**src/rtl/freq_meter.sv**
```systemverilog
// Gated frequency meter: counts synchronized rising edges of sig_in over a
// fixed window of GATE_CYCLES clocks and reports the count once per window.
module freq_meter #(
    parameter int GATE_CYCLES = 50_000_000,
    parameter int CNT_W       = 32,
    parameter int SYNC_STAGES = 2
) (
    input  logic             clk,
    input  logic             rst,
    input  logic             sig_in,
    input  logic             start,
    output logic             busy,
    output logic [CNT_W-1:0] freq_out,
    output logic             freq_valid,
    output logic             overflow
);

    localparam int               GW        = $clog2(GATE_CYCLES);
    localparam logic [GW-1:0]    GATE_LAST = GW'(GATE_CYCLES - 1);
    localparam logic [CNT_W-1:0] CNT_MAX   = {CNT_W{1'b1}};

    typedef enum logic [1:0] {
        IDLE = 2'd0,
        GATE = 2'd1,
        DONE = 2'd2
    } state_t;

    state_t                 state_r;
    logic [SYNC_STAGES-1:0] sync_r;
    logic                   prev_r;
    logic                   edge_s;
    logic [GW-1:0]          gate_cnt_r;
    logic [CNT_W-1:0]       edge_cnt_r;
    logic                   sat_r;

    // Synchronizer chain followed by the previous-value flop for edge detect
    always_ff @(posedge clk or posedge rst) begin
        if (rst) begin
            sync_r <= {SYNC_STAGES{1'b0}};
            prev_r <= 1'b0;
        end else begin
            sync_r <= {sync_r[SYNC_STAGES-2:0], sig_in};
            prev_r <= sync_r[SYNC_STAGES-1];
        end
    end

    assign edge_s = sync_r[SYNC_STAGES-1] & ~prev_r;

    // Measurement FSM with gate/edge counters and registered outputs
    always_ff @(posedge clk or posedge rst) begin
        if (rst) begin
            state_r    <= IDLE;
            gate_cnt_r <= {GW{1'b0}};
            edge_cnt_r <= {CNT_W{1'b0}};
            sat_r      <= 1'b0;
            busy       <= 1'b0;
            freq_out   <= {CNT_W{1'b0}};
            freq_valid <= 1'b0;
            overflow   <= 1'b0;
        end else begin
            freq_valid <= 1'b0;
            case (state_r)
                IDLE: begin
                    if (start) begin
                        state_r    <= GATE;
                        gate_cnt_r <= {GW{1'b0}};
                        edge_cnt_r <= {CNT_W{1'b0}};
                        sat_r      <= 1'b0;
                        busy       <= 1'b1;
                    end else begin
                        state_r <= IDLE;
                    end
                end
                GATE: begin
                    // Saturate rather than wrap; remember that we tried to go past max
                    if (edge_s) begin
                        if (edge_cnt_r == CNT_MAX) begin
                            sat_r <= 1'b1;
                        end else begin
                            edge_cnt_r <= edge_cnt_r + {{(CNT_W-1){1'b0}}, 1'b1};
                        end
                    end
                    if (gate_cnt_r == GATE_LAST) begin
                        state_r <= DONE;
                        busy    <= 1'b0;
                    end else begin
                        gate_cnt_r <= gate_cnt_r + {{(GW-1){1'b0}}, 1'b1};
                    end
                end
                DONE: begin
                    freq_out   <= edge_cnt_r;
                    overflow   <= sat_r;
                    freq_valid <= 1'b1;
                    state_r    <= IDLE;
                end
                default: begin
                    state_r <= IDLE;
                    busy    <= 1'b0;
                end
            endcase
        end
    end

endmodule

```
**config.mk**
```make
export PLATFORM = sky130hd
export DESIGN_NAME = freq_meter
export DESIGN_NICKNAME = d
export VERILOG_FILES = /design/src/rtl/freq_meter.sv
export SDC_FILE = /design/constraint.sdc
export NUM_CORES = 1
export LEC_CHECK = 0
export ABC_CLOCK_PERIOD_IN_PS = 6100
export CAP_MARGIN = 15
export CORE_ASPECT_RATIO = 1.1
export CORE_UTILIZATION = 44
export DETAILED_ROUTE_END_ITERATION = 8
export PLACE_DENSITY = 0.62
export SYNTH_ARGS = -nofsm -noshare
export SYNTH_HDL_FRONTEND = slang
export SYNTH_SLANG_ARGS = --single-unit
```
**constraint.sdc**
```tcl
create_clock -name clk -period 6.1 [get_ports clk]
set_input_delay 0.61 -clock clk [delete_from_list [all_inputs] [get_ports clk]]
set_output_delay 0.61 -clock clk [all_outputs]
set_load 0.05 [all_outputs]
```
-- Word-level counts from Yosys, hierarchy flattened
Cells that the tools add are included.
- register bits: 99
- output and inout port bits: 35
- word-level logic and storage cells: 49
- $add $sub $neg: 2
- eq/ne operators: 10
- muxes and demuxes: 18
- bitwise logic cells: 3
- reduce and logical (&&, ||, !) cells: 6
- operator list (operator ; number):
    32-bit two-way mux ; 3
    32-bit one-hot mux with 2 select lines ; 1
    26-bit two-way mux ; 2
    26-bit one-hot mux with 2 select lines ; 1
    32-bit by 1-bit adder with 32-bit output (second input constant) ; 1
    32-bit equality test (second input constant) ; 1
    26-bit by 1-bit adder with 26-bit output (second input constant) ; 1
    26-bit equality test (second input constant) ; 1
    2-bit inequality test (second input constant) ; 6
    4-bit AND reduction ; 2
    1-bit two-way mux ; 7
    3-bit AND reduction ; 2
    2-bit one-hot mux with 2 select lines ; 1
    1-bit one-hot mux with 3 select lines ; 1
    2-bit by 1-bit equality test with 1-bit output (second input constant) ; 1
    2-bit equality test (second input constant) ; 1
    2-bit zero test ; 1
    2-bit two-way mux ; 1
    1-bit inverter ; 2
    1-bit one-hot mux with 2 select lines ; 1
    2-bit nonzero test ; 1
    1-bit AND ; 1

-- Logic depth before layout (Yosys ltp)
- depth after elaboration: 4
- gate-level depth with buffers: 8
- depth with buffers taken out: 6

-- Worst setup path after synthesis
Ideal clock, no wire load.
- path kind: register -> register
- from: reg edge_cnt_r[0]
- to: reg edge_cnt_r[22]
- data arrival time: 1.893 ns
- required time: 6.031 ns
- slack: 4.137 ns
- stages on the path, launching flop included: 7
- period minus slack after synthesis: 1.963 ns
- path through: dfrtp_1 ha_1 nand3_1 nor3_1 nand2_1 or4_1 nand3_1
- word-level cells in the longest chain between the ends: 4
- elaborated cells on any way between the ends: 7
- ends and longest elaborated chain (what ; RTL line ; text):
    start, declared ; 33 ; logic [CNT_W-1:0] edge_cnt_r;
    start signal, assigned ; 54 ; edge_cnt_r <= {CNT_W{1'b0}};
    start signal, assigned ; 67 ; edge_cnt_r <= {CNT_W{1'b0}};
    start signal, assigned ; 80 ; edge_cnt_r <= edge_cnt_r + {{(CNT_W-1){1'b0}}, 1'b1};
    32-bit by 1-bit adder with 32-bit output ; 80 ;
    32-bit two-way mux ; 77 ; if (edge_cnt_r == CNT_MAX) begin
    32-bit two-way mux ; 76 ; if (edge_s) begin
    32-bit one-hot mux with 2 select lines ; 62 ; case (state_r)
Several ways; a longest one is shown, not always the timed one. The select of a mux whose other input is x is not followed.
A chain may end at the register's enable or synchronous reset.

-- Worst setup path after layout
- from: reg edge_cnt_r[7]
- to: reg edge_cnt_r[16]
The elaborated chain is that of the path after synthesis.

==> impl_results.md <==
* Outcome: finished, final reports clean
* Max Freq at 382 MHz
* Num CTS Buffers at 9
* Top cells by area, synth: dfrtp_1, mux2_2, o21ai_0, o31ai_1, nand2_1
* Max Clock Skew at 0.00690 ns
* TritonCTS clock tree: done
* Worst Hold End: sync_r[1]
* Starting Density at 45.9%
* Post-route cell area at 0.00563 mm^2
* DIE WIDTH at 102 um
* Worst-case hold slack at 0.352 ns
* CP Capture Type: flip-flop
* Cell Chain, Critical Path: nand4_1, or4_1, o31ai_4, o21ai_0, o31ai_1
* CP arrival at 2.87 ns
* Flop-to-flop setup slack at 3.48 ns
* Worst-margin pin slew at 0.974 ns
* GRT Total Usage at 21.2%
* Total core area at 0.0105 mm^2
* Crit path max-delay family: compound AO/OA/AOI/OAI gates
* Worst EP required at 6.35 ns
* H-Tree Depth at 3
* DRT Wirelength at 10900 um
* Worst path max stage delay at 0.78 ns
* DRT iter0 DRCs at 154
* Antenna diodes at 0
* Startpoint types: flip-flop
* # rows at 39
* Commonest cells in the netlist: dfrtp_1, o21ai_0, nand2_1, mux2_2, nand3_1
* DIE HEIGHT at 112 um
* CTS max path bufs at 2
* Compound-gate portion of the synthesized area at 18.2%
* Power per standard cell area at 254 mW/mm^2
* RR Endpoint: edge_cnt_r[16]
* Crit path kind: reg -> reg
* # port buffers at 38
* I/O Pins at 39
* Final Hold Viols at 0
* Post-synthesis xor/xnor area fraction at 0.543%
* Most frequent cell after synthesis: dfrtp_1
* Clock Latency Late Sink at 0.35 ns
* Syn-to-layout area delta at 16.4%
* Fraction of registers with async set/reset at 100%
* Tmin final at 2.62 ns
* DIE AREA at 0.0114 mm^2
* Post-synth net total at 483
* Synth Area in Adders at 0.517%
* 1st-pass router iterations at 5
* Drt drc at 0
* Setup tns final at 0 ns
* Via Count at 3867
* Crit-path max FO at 22
* WL/cell at 16.6 um
* Placed insts at 636
* Hold Crit Depth at 0
* Total setup buffers inserted after CTS at 0
* Post-Syn Area at 0.00484 mm^2
* Layout cell share with drive strength beyond 1 at 11.8%
* Sequential share of the synthesized area at 51.2%
* Seq cells post-synth at 99
* Post-synth top area cell: dfrtp_1
* Critical path's slowest cell: o31ai_4
* FF-to-FF Start: edge_cnt_r[7]
* RSZ-0062 raised after global routing: false
* Crit share post-route at 43.0%
* Post-cts gate resize count at 0
* Relative slew slack at 34.7%
* Post-synthesis cell type count at 52
* Bufs and invs on worst path at 0
* Nets at 511
* Syn Area/Cell at 10.1 um^2
* Gate Count Post-Synth at 477
* Hold-fix buffers, CTS at 0
* Vias in the first global route at 3816
* Hold path startpoint: sync_r[0]
* Post-synthesis mux area share at 7.79%
* Clock tree sinks at 99
* Initial antenna violation count at 0
* First-pass GRT wire length at 18900 um
* Fill count at 978
* DRT antenna net count at 0
* Post-Synth Simple-Gate Area at 18.2%
* Routed vias/inst at 5.92
* Synth top area share at 51.2%
* Yosys warnings at 0
* Max Slew Vio Count at 0
* DP HPWL at 7290 um
* R2R cell count at 5
* Leak at 2.28 nW
* Final setup fails at 0
* Final core area utilization at 53.4%
* Largest net degree at the start of global routing at 68
* Post-synth top flop: dfrtp_1
* Number of max-cap violations at 0
* Routability cong. at 0.897
* Placed inst area at 0.00533 mm^2
* Max VDD drop at 137 uV
* Layout Cells excl Fill at 653
* Root buffer cell: clkbuf_16
* Clock transition at the registers of the reported paths at 0.07 ns
* Total congestion overflow at 0
* Main combinational cell family by area after synthesis: compound AO/OA/AOI/OAI gates
* Post-synth EDFFs at 0
* Hold crit path type: reg -> reg
-- cell type report --
| cell class | instances | area, um^2 | share of cell area (%) |
|---|---|---|---|
| clock inverters | 5 | 52.6 | 0.933 |
| clock buffers | 11 | 243 | 4.31 |
| flip-flops and latches | 99 | 2480 | 44.0 |
| multi-input cells | 337 | 2200 | 39.0 |
| inverters | 13 | 51.3 | 0.911 |
| well taps | 143 | 179 | 3.18 |
| repair buffers | 45 | 433 | 7.69 |
-- routing by layer --
metal | global-route usage (%) | wire length, um
met5 | 0 | 0
met4 | 9.62 | 216
met3 | 2.95 | 410
met2 | 34.8 | 5390
met1 | 27.7 | 4850
-- cell families after synthesis --
group	after synthesis
buffers and inverters	41
xor gates and xnor gates	3
and+or+nand+nor	159
muxes	34
adders and majority gates	2
DFF	99
AOI/OAI and AO/OA	139
-- cell usage in the layout, fill, tap and decap left out, types with 2 or more instances in the layout --
cell type,synthesis,routed
inv_1,13,12
nor4b_1,3,3
clkdlybuf4s50_1,0,38
a21oi_1,16,16
o311ai_1,2,2
xor2_1,2,2
a211oi_1,2,2
and2_1,6,6
o21ai_0,55,55
mux2i_1,5,5
mux2_2,29,29
nand2b_1,3,3
ha_1,2,2
nor3b_1,2,2
nor3_1,10,9
nand4_1,24,24
o211ai_1,8,8
nand3_1,26,26
or4_1,3,3
o22ai_1,2,2
a31oi_1,12,12
nand2_1,40,40
clkinv_2,0,3
nor4bb_1,2,2
o41ai_1,2,2
a21o_1,3,3
clkbuf_16,0,9
or3_1,3,3
a41oi_1,6,6
o21ai_2,2,2
and3_1,7,7
nor2b_1,2,2
o31ai_1,21,21
nor4_1,3,3
and4_1,7,7
dfrtp_1,99,99
buf_4,2,7
nand3b_1,2,2
nor2_1,13,13
-- power by group --
group | internal (mW) | switching (mW)
sequential | 0.694 | 0.0605
combinational | 0.0418 | 0.0682
clock | 0.327 | 0.241
-- sequential cells by signal (all words and copies together), names as in the netlist --
name        count
edge_cnt_r     32
freq_out       32
sync_r          2
sat_r           1
gate_cnt_r     26
busy            1
prev_r          1
state_r         2
overflow        1
freq_valid      1
-- metrics by stage --
step | setup WS (ns) | power (mW)
2_1_floorplan | 2.90 | 0.843
3_3_place_gp | 3.50 | 0.872
3_5_place_dp | 3.44 | 0.877
4_1_cts | 3.51 | 1.44
5_1_grt | 3.31 | 1.50
6_report | 3.48 | 1.43
-- how the worst max path moves through the flow --
stage | start | to | slack, ns | cells after the start
floorplan | rst | busy | 2.90 | 1
global placement | start | edge_cnt_r[9] | 3.50 | 6
detailed placement | start | edge_cnt_r[9] | 3.44 | 6
CTS | edge_cnt_r[7] | edge_cnt_r[25] | 3.51 | 5
global route | edge_cnt_r[11] | edge_cnt_r[29] | 3.31 | 5
finish | edge_cnt_r[7] | edge_cnt_r[16] | 3.48 | 5
Note: power is estimated with default switching activity, not from simulation.
==> edit (same settings) <==
Make the reset (`rst`) synchronous in 2 clocked blocks.
--- a/src/rtl/freq_meter.sv
+++ b/src/rtl/freq_meter.sv
@@ -36,3 +36,3 @@
     // Synchronizer chain followed by the previous-value flop for edge detect
-    always_ff @(posedge clk or posedge rst) begin
+    always_ff @(posedge clk) begin
         if (rst) begin
@@ -49,3 +49,3 @@
     // Measurement FSM with gate/edge counters and registered outputs
-    always_ff @(posedge clk or posedge rst) begin
+    always_ff @(posedge clk) begin
         if (rst) begin
Formal check against the unedited RTL: differs if rst is asserted again (counterexample within 4 cycles, from zero or initial values and one cycle with rst high); with rst held inactive, the same outputs for 10 cycles.
==> edit against the original RTL <==
Wire length about the same; area after synthesis decreased by 6.8%; final area decreased by 9.4%; fmax decreased by 4.7%; total power decreased by 21%; worst hold slack improved by 0.098 ns; sequential cell count unchanged; count of clock-buffer cells in the layout increased by 2; worst setup slack got worse by 0.13 ns.
==> edit: results (changes against the original RTL) <==
=====================================================================================
Outcome                                                                  complete, no violations   unchanged
Worst vdd ir                                                                 0.101 mV   was 0.137 mV
CP peak stage delay                                                           0.52 ns   was 0.78 ns
DR WL/cell                                                                    15.1 um   was 16.6 um
Clock root buffer                                                            clkbuf_8   was clkbuf_16
Global placement routability congestion                                         0.844   was 0.897
Part of the Yosys area used for sequential elements                             0.440   was 0.512
Critical path peak fanout                                                          17   was 22
Proportion of synthesized flip-flops having asynchronous set or reset               0   was 1.00
Post-DP Area                                                               4900 sq um   was 5330 sq um
Leak pwr                                                                      1.62 nW   was 2.28 nW
Unique cell type count in the Yosys netlist                                        59   was 52
Detailed placer's ending HPWL                                                 7.38 mm   was 7.29 mm
Wire length of the first global-routing pass                                  18.1 mm   was 18.9 mm
Drt initial violations                                                            161   was 154
Vias in the first global route                                                   3882   was 3816
Clock tree from TritonCTS                                                       built   unchanged
Commonest cells in the synthesized netlist                               110 x nand2_1, 99 x dfxtp_1, 72 x a21oi_1   was 99 x dfrtp_1, 55 x o21ai_0, 40 x nand2_1
Least-Margin Pin Slew                                                        0.947 ns   was 0.974 ns
Largest cells by area after synthesis                                    dfxtp_1 44%, nand2_1 9.2%, a21oi_1 8.0%   was dfrtp_1 51%, mux2_2 6.8%, o21ai_0 5.7%
All-Layer GR Usage                                                              0.213   was 0.212
Pin count of the biggest net entering global routing                               69   was 68
Master of the slowest instance on the critical path                           and2b_1   was o31ai_4
Worst clock skew                                                            0.0115 ns   was 0.00690 ns
Clock latency at the later pin of the worst-skew pair                         0.37 ns   was 0.35 ns
Clock-pin slew of the registers on the worst-case setup and hold paths        0.09 ns   was 0.07 ns
Number of nets in the final layout                                                602   was 511
Via count                                                                        4192   was 3867
First-pass iteration count of the detailed router                                   7   was 5
Share of cells above drive strength 1                                          0.0633   was 0.118
Net count after synthesis                                                         582   was 483
Arrival time reported for the critical path endpoint                          3.04 ns   was 2.87 ns
=====================================================================================
edit: cell count changes in the layout (fill, tap and decap cells not counted), moves of 10 or more:
cell,delta
dfxtp_1,+99
a21oi_1,+56
nor2_1,+29
mux2_2,-28
o21ai_0,-23
nand2_1,+70
nor3_1,+10
dfrtp_1,-99
nand4_1,-12
clkbuf_8,+10
o31ai_1,-17
a31oi_1,+12
edit: path summary, 6_finish.rpt:
path | from | endpoint | slack (ns) | cells past startpoint
worst max-delay path | state_r[0]$_SDFFE_PP0P_ | edge_cnt_r[22]$_SDFFE_PP0P_ | 3.35 | 6
worst max register to register | state_r[0]$_SDFFE_PP0P_ | edge_cnt_r[22]$_SDFFE_PP0P_ | 3.35 | 6
worst min-delay path | sync_r[0]$_SDFF_PP0_ | sync_r[1]$_SDFF_PP0_ | 0.45 | 1
worst min register to register | sync_r[0]$_SDFF_PP0_ | sync_r[1]$_SDFF_PP0_ | 0.45 | 1
edit: per-layer routing:
metal | vias up | wire length, um | track usage | part of all wire
li1 | 2106 | - | - | -
met1 | 1982 | 4940 | 0.254 | 0.46
met2 | 89 | 5330 | 0.376 | 0.49
met3 | 15 | 391 | 0.0388 | 0.036
met4 | 0 | 190 | 0.0906 | 0.018
met5 | - | 0 | 0 | 0
edit: through the flow:
step                      setup WS, ns  hold WS (ns)  cells
final                             3.35         0.450    720
after global routing              3.09         0.459    720
after CTS                         3.36         0.456    719
after detailed placement          3.20         0.447    704
after global placement            3.25         0.429    704
after floorplan                   4.12         0.414    576
edit: cells by family (layout without fill, tap and decap cells):
group | count (synthesis) | in the layout | share of synthesized area
mux | 2 | 2 | 0.00472
flops | 99 | 99 | 0.440
fa+ha+maj | 2 | 2 | 0.00555
buf+inv | 42 | 66 | 0.0427
simple gates | 263 | 263 | 0.287
compound gates | 163 | 163 | 0.211
xor+xnor | 5 | 5 | 0.00971
edit: power breakdown:
group          switching (mW)  internal (mW)  total, mW
clock network           0.216          0.210      0.425
logic                  0.0434         0.0148     0.0582
registers             0.00243          0.648      0.651
total                   0.261          0.873       1.13
edit: layout make-up:
cell class / instances / area, sq um
multi-input cells: 435 / 2340
repair buffers: 43 / 413
clock inverters: 2 / 35.0
clock buffers: 13 / 159
fillers: 999 / 4780
flip-flops and latches: 99 / 1980
inverters: 8 / 30.0
well taps: 120 / 150
edit: worst reg2reg max path, delay by kind of cell, from the launching register on:
family	cells	cell delay [ns]
and+or+nand+nor	5	2.03
DFF	1	0.42
AOI/OAI and AO/OA	1	0.22
